--- config.mk ---
export PLATFORM = sky130hd
export DESIGN_NAME = coin_in_cond
export DESIGN_NICKNAME = d
export VERILOG_FILES = /design/src/rtl/coin_in_cond.sv
export SDC_FILE = /design/constraint.sdc
export NUM_CORES = 1
export LEC_CHECK = 0
export ABC_AREA = 0
export CAP_MARGIN = 5
export CORE_AREA = 2 2 57 59
export DETAILED_ROUTE_END_ITERATION = 6
export DIE_AREA = 0 0 59 61
export HOLD_SLACK_MARGIN = 0.02
export PLACE_DENSITY = 0.76
export RECOVER_POWER = 50
export SKIP_CTS_REPAIR_TIMING = 1
export SYNTH_ARGS = -nofsm -noshare
export SYNTH_HDL_FRONTEND = slang
export SYNTH_SLANG_ARGS = --single-unit
--- constraint.sdc ---
create_clock -name Clk -period 3.7 [get_ports Clk]
set_input_delay 0.74 -clock Clk [delete_from_list [all_inputs] [get_ports Clk]]
set_output_delay 0.74 -clock Clk [all_outputs]
set_load 0.01 [all_outputs]
--- src/rtl/coin_in_cond.sv ---
// coin_in_cond: coin input conditioner for the vending machine front end.
//
// Each raw coin input is synchronised, debounced (a new level must hold for
// DEB_CYCLES synced cycles), and its rising edge becomes a coin event. Events
// are arbitrated onto a single one-cycle coin code for the vending FSM. A
// saturating running total (in 0.5-yuan units) is also kept.
//
// Ports
//   Clk         in   system clock, rising edge
//   Reset       in   asynchronous active-low reset
//   Coin_half   in   raw async 0.5-yuan sensor, active-high
//   Coin_one    in   raw async 1-yuan sensor, active-high
//   Clr_total   in   synchronous clear of Coin_total, active-high
//   D_out       out  one-cycle coin code: 00 none, 01 half, 10 one
//   Coin_total  out  running total in 0.5-yuan units, saturates at 255
module coin_in_cond #(
  parameter int DEB_CYCLES = 4
) (
  input  logic       Clk,
  input  logic       Reset,
  input  logic       Coin_half,
  input  logic       Coin_one,
  input  logic       Clr_total,
  output logic [1:0] D_out,
  output logic [7:0] Coin_total
);

  localparam logic [7:0] DEB_LAST  = 8'(DEB_CYCLES - 1);
  localparam logic [1:0] CODE_NONE = 2'b00;
  localparam logic [1:0] CODE_HALF = 2'b01;
  localparam logic [1:0] CODE_ONE  = 2'b10;

  // Channel index 0 is the half-yuan input, index 1 the one-yuan input.
  logic [1:0] raw;
  logic [1:0] sync_p0;
  logic [1:0] sync_p1;
  logic [1:0] stable_p2;
  logic [1:0] evt_p2;
  logic [7:0] cnt_p2 [2];

  logic       pend_half;
  logic       pend_one;
  logic [1:0] d_next;
  logic       pend_half_next;
  logic       pend_one_next;

  assign raw = {Coin_one, Coin_half};

  // The code value equals the number of 0.5-yuan units it represents.
  function automatic logic [7:0] sat_add(input logic [7:0] acc, input logic [1:0] code);
    logic [8:0] sum;
    sum = {1'b0, acc} + {7'd0, code};
    return sum[8] ? 8'hFF : sum[7:0];
  endfunction

  // Stage p0/p1: two-flop synchronizer
  always_ff @(posedge Clk or negedge Reset) begin
    if (!Reset) begin
      sync_p0 <= 2'b00;
      sync_p1 <= 2'b00;
    end else begin
      sync_p0 <= raw;
      sync_p1 <= sync_p0;
    end
  end

  // Stage p2: debounce and rising-edge event
  always_ff @(posedge Clk or negedge Reset) begin
    if (!Reset) begin
      stable_p2 <= 2'b00;
      evt_p2    <= 2'b00;
      for (int i = 0; i < 2; i++) cnt_p2[i] <= 8'd0;
    end else begin
      for (int i = 0; i < 2; i++) begin
        if (sync_p1[i] == stable_p2[i]) begin
          cnt_p2[i] <= 8'd0;
        end else if (cnt_p2[i] == DEB_LAST) begin
          stable_p2[i] <= sync_p1[i];
          cnt_p2[i]    <= 8'd0;
        end else begin
          cnt_p2[i] <= cnt_p2[i] + 8'd1;
        end
        // Event fires on the same edge the stable level rises.
        evt_p2[i] <= (sync_p1[i] != stable_p2[i]) && (cnt_p2[i] == DEB_LAST) && sync_p1[i];
      end
    end
  end

  // Arbitration: a pending half beats everything; otherwise one-yuan work
  // (pending or new) goes before a new half, which is then parked. Per-channel
  // events are at least 2*DEB_CYCLES cycles apart, so one flag each suffices.
  always_comb begin
    d_next         = CODE_NONE;
    pend_half_next = 1'b0;
    pend_one_next  = 1'b0;
    if (pend_half) begin
      d_next         = CODE_HALF;
      pend_half_next = evt_p2[0];
      pend_one_next  = pend_one | evt_p2[1];
    end else if (pend_one || evt_p2[1]) begin
      d_next         = CODE_ONE;
      pend_one_next  = pend_one & evt_p2[1];
      pend_half_next = evt_p2[0];
    end else if (evt_p2[0]) begin
      d_next = CODE_HALF;
    end
  end

  // Stage p3: coin code output and pending flags
  always_ff @(posedge Clk or negedge Reset) begin
    if (!Reset) begin
      D_out     <= CODE_NONE;
      pend_half <= 1'b0;
      pend_one  <= 1'b0;
    end else begin
      D_out     <= d_next;
      pend_half <= pend_half_next;
      pend_one  <= pend_one_next;
    end
  end

  // Stage p4: running total; a clear still keeps the coin shown this cycle.
  always_ff @(posedge Clk or negedge Reset) begin
    if (!Reset) begin
      Coin_total <= 8'd0;
    end else if (Clr_total) begin
      Coin_total <= {6'd0, D_out};
    end else begin
      Coin_total <= sat_add(Coin_total, D_out);
    end
  end

endmodule

# --- After elaboration in Yosys (flattened, before gate mapping) ---
# Index checks and enable logic that the tools add are counted.
word_totals:
  wordCells: 44
  ff_bits: 36
classes:
  n_mux: 13
  n_reduce_logical: 7
  n_eq_ne: 6
  bitwise_logic: 4
  addsub: 3
op_table:
  columns: ["op", "n"]
  rows:
  - ["8-bit two-way mux", 6]
  - ["8-bit by 1-bit adder with 8-bit output (second input constant)", 2]
  - ["8-bit by 2-bit equality test with 1-bit output (second input constant)", 2]
  - ["8-bit by 2-bit adder with 9-bit output", 1]
  - ["1-bit two-way mux", 5]
  - ["1-bit logical AND", 4]
  - ["2-bit two-way mux", 2]
  - ["2-bit AND reduction", 2]
  - ["1-bit equality test", 2]
  - ["1-bit inequality test", 2]
  - ["1-bit inverter", 2]
  - ["1-bit AND", 1]
  - ["1-bit logical OR", 1]
  - ["1-bit OR", 1]

# --- Logic depth before layout (Yosys ltp) ---
logic_depth:
  depth_word: 3
  depth_mapped: 7

# --- Least setup slack after synthesis ---
# OpenSTA, ideal clock, no wires.
synth_timing:
  path_kind: "register to register"
  from: "register D_out[0]"
  to: "register Coin_total[6]"
  path_buffers: 1
  synth_period_minus_slack_ns: 1.816
  setup_time_ns: 0.130
  path_stages_with_launch: 8
  t_required_ns: 3.570
  arrival_time_ns: 1.686
  slack_ns: 1.884
  path_cell_list: "dfrtp_1 ha_1 inv_1 fa_1 and3b_2 buf_2 nor4b_1 nor3_1"
synth_via:
  elab_chain_len: 3
synth_rtl:
  columns: ["element", "line", "rtl"]
  rows:
  - ["from (decl)", "24", "output logic [1:0] D_out,"]
  - ["from (signal assigned)", "116", "D_out <= d_next;"]
  - ["8-bit by 2-bit adder with 9-bit output", "52", "sum = {1'b0, acc} + {7'd0, code};"]
  - ["8-bit two-way mux", "53", "return sum[8] ? 8'hFF : sum[7:0];"]
  - ["8-bit two-way mux", "126", "end else if (Clr_total) begin"]
  - ["to (signal assigned)", "127", "Coin_total <= {6'd0, D_out};"]
  - ["to (signal assigned)", "129", "Coin_total <= sat_add(Coin_total, D_out);"]
  - ["to (decl)", "25", "output logic [7:0] Coin_total"]
# Every way passes these cells.
# A chain may end at the register's enable or synchronous reset.

==> impl_metrics.tcl <==
set metrics [dict create \
    outcome "finished, violations left" \
    violations "capacitance limit, slew limit" \
    p_leak_uw 0.000800 \
    cts_root_buf "clkbuf_4" \
    syn2layout_area_growth_pct 15.3 \
    syn_inst 143 \
    synth_edf_count 0 \
    final_hold_viol_count 0 \
    syn_nets 153 \
    synth_area_um2 1610 \
    peakVddDrop_mv 0.291 \
    total_power_uw 887 \
    io_buffers 14 \
    antenna_found_initial 0 \
    viasPerCell 5.89 \
    ys_types 39 \
    grt_pass1_vias 1162 \
    yosysSeqAreaShare 0.561 \
    grt_pass1_wl_mm 5.09 \
    critPathRequiredTime_ns 3.81 \
    die-area_um2 3600 \
    rows 20 \
    clk_latency_ns 0.34 \
    drive_above_1_share 0.0976 \
    synth_top_area_cell "dfrtp_1" \
    rsz0062_at_grt "false" \
    drt_iter0_drc 34 \
    yosysMostFrequentCell "dfrtp_1" \
    synthArstFlopShare 1.00 \
    startpoint_type "input pin" \
    setup_viol 0 \
    die-height_um 61 \
    first_pass_iters 5 \
    drc 0 \
    grt_max_degree 37 \
    ys_seq_elements 36 \
    min_period_ns 2.46 \
    dieWidth_um 59 \
    slowest_delay_ns 1.29 \
    cts_max_path_buffers 2 \
    grt_usage 0.195 \
    path_max_fanout 36 \
    slew-limit-headroom -0.208 \
    clock-sinks 36 \
    ant_nets 0 \
    fin_util 0.627 \
    synthFlopType "dfrtp_1" \
    setup-tns-final_ns 0 \
    synth_warnings 0 \
    drv_slew 37 \
    worst_setup_path_end_kind "asynchronous set/reset pin" \
    cap_violations 1 \
    hold-worst-slack_ns 0.362 \
    grt_overflow 0 \
    power.density_nw_per_um2 479 \
    clk_pin_slew_ns 0.09 \
    syn_area_per_cell_um2 11.2 \
    dpl.hpwl_mm 2.02 \
    crit_family "buffers and inverters" \
    io_pins 15 \
    finClkSkew_ns 0.00774 \
    crit_type "in -> async" \
    crit_buf_inv 2 \
    netlist.area_leader.share 0.561 \
    worst_pin_slew_ns 1.81 \
    antennaDiodeCount 0 \
    htree_levels 2 \
    numCtsBuffers 5 \
    core_um2 2950 \
    hold_path_class "reg -> reg" \
    synth.area.top_cells "dfrtp_1 (56%), xor2_1 (3.3%), ha_1 (3.1%)" \
    fmax_mhz 406 \
    crit_arrival_ns 2.58 \
    cp_slowest_cell "clkbuf_1" \
    nets 174 \
    routed_wl_mm 2.82 \
    start_util 0.544 \
    synthTopCellsByCount "dfrtp_1 (36), nor2_1 (13), nand3_1 (9)" \
    gp_congestion 0.889 \
    path_cells "dlygate4sd3_1, clkbuf_1" \
    vias 1161 \
    post-route-period-util 0.666 \
    cts_tree "done" \
    wl_per_cell_um 14.3 \
]
kinds of logic after synthesis:
family,count (synthesis),share of synthesized area
fa+ha+maj,6,0.0498
xor+xnor,9,0.0491
compound gates,29,0.120
simple gates,53,0.185
buf+inv,8,0.0195
mux,2,0.0164
flops,36,0.561
sequential cells by signal (all words and copies together) (netlist names):
name,cells
evt_p2,2
stable_p2,2
pend_one,1
D_out,2
cnt_p2,16
pend_half,1
Coin_total,8
sync_p0,2
sync_p1,2
power breakdown:
| group | leakage (uW) | internal (uW) | switching [uW] |
|---|---|---|---|
| sequential | 0.000482 | 438 | 46.9 |
| clock | 0.0000374 | 108 | 123 |
| combinational | 0.000281 | 82.1 | 89.1 |
| total | 0.000800 | 628 | 259 |
final timing paths:
path | from | to | slack [ns] | cells past startpoint
max | Reset | stable_p2[1]$_DFFE_PN0P_ | 1.24 | 2
min reg2reg | sync_p0[0]$_DFF_PN0_ | sync_p1[0]$_DFF_PN0_ | 0.36 | 0
min in group asynchronous | Reset | cnt_p2[15]$_DFF_PN0_ | 1.41 | 2
min | sync_p0[0]$_DFF_PN0_ | sync_p1[0]$_DFF_PN0_ | 0.36 | 0
max in group Clk | Coin_total[4]$_DFF_PN0_ | Coin_total[4] | 1.54 | 1
max reg2reg | D_out[0]$_DFF_PN0_ | Coin_total[6]$_DFF_PN0_ | 1.82 | 6
metal layers:
layer | global-route usage | share of wire
met5 | 0 | 0
met4 | 0.104 | 0.018
met3 | 0.0682 | 0.047
met2 | 0.321 | 0.50
met1 | 0.225 | 0.44
final cells by class:
class,instances,area (um2)
Clock buffer,7,65.1
Fill cell,246,1100
Inverter,7,26.3
Multi-Input combinational cell,99,674
Sequential cell,36,901
Tap cell,33,41.3
Timing Repair Buffer,15,144
through the flow:
step	worst slack, ns	cells	instance area [um2]
after floorplan	1.88	143	1610
after global placement	1.94	190	1790
after detailed placement	1.87	190	1790
after CTS	1.54	197	1860
after global routing	0.766	197	1850
final	1.24	197	1850
placed cells by master, fill, tap and decap left out, types with 6 or more instances in the layout:
cell / n
clkdlybuf4s50_1: 11
or3_1: 6
o21ai_0: 7
nand3_1: 9
inv_1: 7
dfrtp_1: 36
a21oi_1: 8
nand2_1: 6
nor2_1: 13
xor2_1: 6
Note: power is estimated with default switching activity, not from simulation.
